### src/rtl/param_dual_port_ram.sv
// Simple dual-port synchronous RAM: one write port, one registered read port,
// per-byte write enables, selectable read-during-write behaviour and an
// optional post-reset sweep that sets every word to INIT_VALUE.
module param_dual_port_ram #(
  parameter int                    DATA_WIDTH     = 8,
  parameter int                    ADDR_WIDTH     = 7,
  parameter int                    RDW_MODE       = 0,
  parameter int                    CLEAR_ON_RESET = 1,
  parameter logic [DATA_WIDTH-1:0] INIT_VALUE     = '0
) (
  input  logic                      clk,
  input  logic                      rst,
  input  logic                      we,
  input  logic [DATA_WIDTH/8-1:0]   be,
  input  logic [ADDR_WIDTH-1:0]     write_addr,
  input  logic [DATA_WIDTH-1:0]     data,
  input  logic                      re,
  input  logic [ADDR_WIDTH-1:0]     read_addr,
  output logic [DATA_WIDTH-1:0]     q,
  output logic                      q_valid,
  output logic                      busy
);

  localparam int DEPTH     = 2 ** ADDR_WIDTH;
  localparam int NUM_BYTES = DATA_WIDTH / 8;

  // Byte enables only make sense for whole bytes, so reject other widths.
  if ((DATA_WIDTH % 8) != 0 || DATA_WIDTH < 8) begin : g_bad_width
    $error("param_dual_port_ram: DATA_WIDTH must be a positive multiple of 8");
  end

  typedef enum logic {
    IDLE,
    CLEAR
  } state_t;

  state_t                  state;
  state_t                  next_state;
  logic [ADDR_WIDTH-1:0]   clr_addr;
  logic                    clr_last;
  logic                    clear_we;
  logic                    mem_we;
  logic [DATA_WIDTH-1:0]   rd_word;

  logic [DATA_WIDTH-1:0]   mem [DEPTH];

  // The sweep ends on the word at the top of the address range; comparing
  // against all-ones avoids needing an extra counter bit.
  assign clr_last = (clr_addr == {ADDR_WIDTH{1'b1}});

  // State register; reset restarts the sweep (or goes straight to IDLE).
  always_ff @(posedge clk) begin
    if (rst) begin
      state <= (CLEAR_ON_RESET != 0) ? CLEAR : IDLE;
    end else begin
      state <= next_state;
    end
  end

  // Next-state logic: CLEAR hands over to IDLE once the last word is written.
  always_comb begin
    next_state = state;
    case (state)
      IDLE:    next_state = IDLE;
      CLEAR:   if (clr_last) next_state = IDLE;
      default: next_state = IDLE;
    endcase
  end

  // Output decode: busy flag plus the internal write strobes for each source.
  always_comb begin
    busy     = (state == CLEAR);
    clear_we = (state == CLEAR) && !rst;
    mem_we   = (state == IDLE) && !rst && we;
  end

  // Sweep address counter, advancing once per clear cycle.
  always_ff @(posedge clk) begin
    if (rst) begin
      clr_addr <= '0;
    end else if (state == CLEAR) begin
      clr_addr <= clr_addr + ADDR_WIDTH'(1);
    end
  end

  // Memory array: the sweep has priority; user writes merge per enabled byte.
  always_ff @(posedge clk) begin
    if (clear_we) begin
      mem[clr_addr] <= INIT_VALUE;
    end else if (mem_we) begin
      for (int i = 0; i < NUM_BYTES; i++) begin
        if (be[i]) begin
          mem[write_addr][8*i +: 8] <= data[8*i +: 8];
        end
      end
    end
  end

  // Read word selection: in write-first mode a same-address write is
  // bypassed byte by byte so q sees the word as it will be stored.
  always_comb begin
    rd_word = mem[read_addr];
    if (RDW_MODE != 0 && mem_we && (read_addr == write_addr)) begin
      for (int i = 0; i < NUM_BYTES; i++) begin
        if (be[i]) begin
          rd_word[8*i +: 8] = data[8*i +: 8];
        end
      end
    end
  end

  // Registered read port; q is held at zero while the sweep runs.
  always_ff @(posedge clk) begin
    if (rst) begin
      q       <= '0;
      q_valid <= 1'b0;
    end else if (state == CLEAR) begin
      q       <= '0;
      q_valid <= 1'b0;
    end else if (re) begin
      q       <= rd_word;
      q_valid <= 1'b1;
    end else begin
      q_valid <= 1'b0;
    end
  end

endmodule
### config.mk
export PLATFORM = sky130hd
export DESIGN_NAME = param_dual_port_ram
export DESIGN_NICKNAME = d
export VERILOG_FILES = /design/src/rtl/param_dual_port_ram.sv
export SDC_FILE = /design/constraint.sdc
export NUM_CORES = 1
export LEC_CHECK = 0
export CORE_UTILIZATION = 55
export DETAILED_ROUTE_END_ITERATION = 10
export PLACE_DENSITY = 0.71
export SYNTH_ARGS = -nofsm -noshare
export SYNTH_HDL_FRONTEND = slang
export SYNTH_SLANG_ARGS = --single-unit
### constraint.sdc
create_clock -name clk -period 9.6 [get_ports clk]
set_clock_uncertainty 0.05 [all_clocks]
set_input_delay 1.92 -clock clk [delete_from_list [all_inputs] [get_ports clk]]
set_output_delay 1.92 -clock clk [all_outputs]
set_load 0.05 [all_outputs]
==> impl_metrics.json <==
{
  "run_status": "finished with violations",
  "violations": "capacitance limit, slew limit",
  "synth_top_family_by_area": "multiplexers",
  "fin_tns_setup_ns": 0,
  "ir_drop_uv": 180,
  "grtUsageTotal_pct": 25.6,
  "wire_per_inst_um": 31.1,
  "yosysMostFrequentCell": "edfxtp_1",
  "cap_violations": 1,
  "drt-pass1-iter-count": 6,
  "ant_nets": 0,
  "cts_htree_levels": 3,
  "startpoint_type": "input port",
  "grt_max_degree": 88,
  "post-route-period-util_pct": 58.2,
  "max_freq_mhz": 179,
  "min_period_ns": 5.59,
  "yosysTopAreaCell": "edfxtp_1",
  "gp_congestion": 0.863,
  "synth_top_flop_cell": "edfxtp_1",
  "synth_area_leaders": "edfxtp_1 (76%), mux4_2 (14%), nor2_1 (1.4%), dfxtp_1 (0.84%), mux2i_1 (0.81%)",
  "antenna_found_initial": 5,
  "start_util_pct": 55.6,
  "worstPathArrival_ns": 6.01,
  "clockBufferDepth": 3,
  "synth_warnings": 0,
  "synth.net_count": 1915,
  "synth_edf_count": 1024,
  "dp_hpwl_mm": 55.5,
  "maxSlewViolCount": 2,
  "max_stage_delay_ns": 1.44,
  "worst_slew_pin_slew_ns": 1.70,
  "synth_fa_ha_area_share_pct": 0.0309,
  "fin_area_mm2": 0.0450,
  "cp_slowest_cell": "a2111oi_0",
  "ys_ff_latch": 1041,
  "yosys.area_share.simple_pct": 3.02,
  "cts-resized-gates": 0,
  "async_flop_share_pct": 0,
  "cpMostUsedCell": "mux4_2",
  "grt_pass1_vias": 20000,
  "grt-ovfl-total": 0,
  "rows": 99,
  "drtIter0Drc": 2723,
  "netlist_area_mm2": 0.0405,
  "syn2layout_area_growth_pct": 11.0,
  "p_leak_nw": 15.9,
  "n_fill_cell": 4874,
  "clk_latency_ns": 0.66,
  "synth.area.mux_share_pct": 16.1,
  "tritoncts": "done",
  "vias": 19700,
  "avgSynthCellArea_um2": 21.5,
  "cts_root_buf": "clkbuf_16",
  "io_pins": 37,
  "crit_family": "compound AO/OA/AOI/OAI gates",
  "cts_hold_buf": 0,
  "r2r_slack_ns": 5.91,
  "drive_gt1_share_pct": 23.0,
  "path_clk_slew_ns": 0.06,
  "synth_top_area_share_pct": 75.8,
  "crit_buf_inv": 2,
  "cts_buffers": 100,
  "cts_sinks": 1041,
  "timing.final.hold_violations": 0,
  "wirelength_mm": 93.0,
  "cts_setup_buffers": 0,
  "synth_xor_area_share_pct": 0.0864,
  "powerDensity_mw_per_mm2": 201,
  "dieArea_mm2": 0.0748,
  "synth_compound_area_share_pct": 2.61,
  "grt_pass1_wl_mm": 136,
  "rsz0062_at_grt": "false",
  "hp-class": "flip-flop to flip-flop",
  "setup_viol": 0,
  "die_h_um": 274,
  "portBuffers": 36,
  "post-route-drc-count": 0,
  "critPathCaptureType": "flip-flop",
  "slew_headroom_pct": -16.5,
  "viasPerCell": 6.59,
  "synth_cell_types": 48,
  "core_mm2": 0.0730,
  "placed_area_mm2": 0.0418,
  "crit_required_ns": 10.01,
  "cp_cell_sequence": "buf_8, buf_12, mux4_2, mux4_2, a2111oi_0, a211oi_1",
  "synth_cells": 1887,
  "fin_nets": 1982,
  "synth_common_cells": "edfxtp_1 (1024), mux4_2 (260), nor2_1 (146)",
  "die_x_um": 274,
  "crit_type": "input port to flip-flop",
  "cp_max_fo": 83,
  "yosysSeqAreaShare_pct": 76.7
}
-- registers in the layout (all words and copies together) (netlist names) --
| signal | count |
|---|---|
| mem | 1024 |
| busy | 1 |
| q_valid | 1 |
| clr_addr | 7 |
| q | 8 |
-- cell families (layout without fill, tap and decap cells) --
family,Yosys count,in the layout
AOI/OAI and AO/OA,153,153
xor gates and xnor gates,4,4
adders and majority gates,1,1
buffers and inverters,105,251
DFF,1041,1041
muxes,311,311
other,0,1
and+or+nand+nor,272,272
-- area by class of cell --
cell class              instances  area, µm²  area share [%]
diodes                          1       2.50         0.00556
clock inverters                65        589            1.31
inverters                       2       7.51          0.0167
multi-input cells             741       8880            19.7
clock buffers                 116       2630            5.83
well taps                     959       1200            2.66
repair buffers                 68        628            1.40
flip-flops and latches       1041      31100            69.1
-- worst paths after layout --
| path | start | endpoint | cells after the start |
|---|---|---|---|
| hold reg to reg | clr_addr[1] | clr_addr[1] | 2 |
| setup reg to reg | busy | mem[32][4] | 7 |
| hold / removal | clr_addr[1] | clr_addr[1] | 2 |
| setup / recovery | read_addr[0] | q[4] | 6 |
-- per-layer routing --
layer / vias to the layer above / share of wire [%] / global-route usage [%]
li1: 8063 / - / -
met1: 10400 / 39 / 37.3
met2: 1128 / 47 / 38.5
met3: 155 / 11 / 6.32
met4: 4 / 2.9 / 8.56
met5: - / 0.028 / 0
-- cells in the final DEF, fill, tap and decap left out, types with 4 or more instances in the layout --
| master | n |
|---|---|
| a2111oi_0 | 9 |
| a211oi_1 | 17 |
| a21oi_1 | 20 |
| a221oi_1 | 10 |
| a22o_1 | 12 |
| a22oi_1 | 26 |
| a31oi_1 | 5 |
| and2_4 | 8 |
| buf_4 | 31 |
| bufinv_16 | 9 |
| clkbuf_1 | 13 |
| clkbuf_16 | 103 |
| clkdlybuf4s50_1 | 32 |
| clkinv_1 | 23 |
| clkinv_2 | 16 |
| clkinvlp_4 | 11 |
| dfxtp_1 | 17 |
| edfxtp_1 | 1024 |
| mux2_2 | 10 |
| mux2i_1 | 33 |
| mux4_1 | 8 |
| mux4_2 | 260 |
| nand2_1 | 41 |
| nand2b_1 | 13 |
| nand3_1 | 12 |
| nand3b_1 | 7 |
| nor2_1 | 145 |
| nor2b_1 | 8 |
| nor3_1 | 11 |
| nor4_1 | 4 |
| o211ai_1 | 5 |
| o21ai_0 | 23 |
| o22ai_1 | 17 |
| or2_2 | 4 |
-- metrics by stage --
stage | setup WS [ns] | util [%] | hold slack [ns] | power [mW] | std cells
6_report | 4.01 | 61.7 | 0.553 | 9.06 | 2993
5_1_grt | 4.12 | 61.7 | 0.574 | 9.27 | 2992
4_1_cts | 4.23 | 61.7 | 0.547 | 9.09 | 2992
3_5_place_dp | 3.53 | 57.3 | 0.539 | 5.29 | 2811
3_3_place_gp | 3.60 | 57.3 | 0.517 | 5.29 | 2811
2_1_floorplan | 4.73 | - | 0.454 | 5.21 | 1887
-- tightest hold or removal path: cells and delay by family, from the launching register on --
kind / cells / cell delay, ns
flip-flops: 1 / 0.36
multiplexers: 1 / 0.14
AND/OR/NAND/NOR: 1 / 0.06
-- power by group --
part / switching, mW / total [mW] / internal [mW] / leakage (nW)
logic: 0.162 / 0.269 / 0.107 / 2.90
clock network: 1.66 / 3.86 / 2.20 / 1.55
registers: 0.00342 / 4.92 / 4.92 / 11.5
Power figures use the tool's default switching activity.
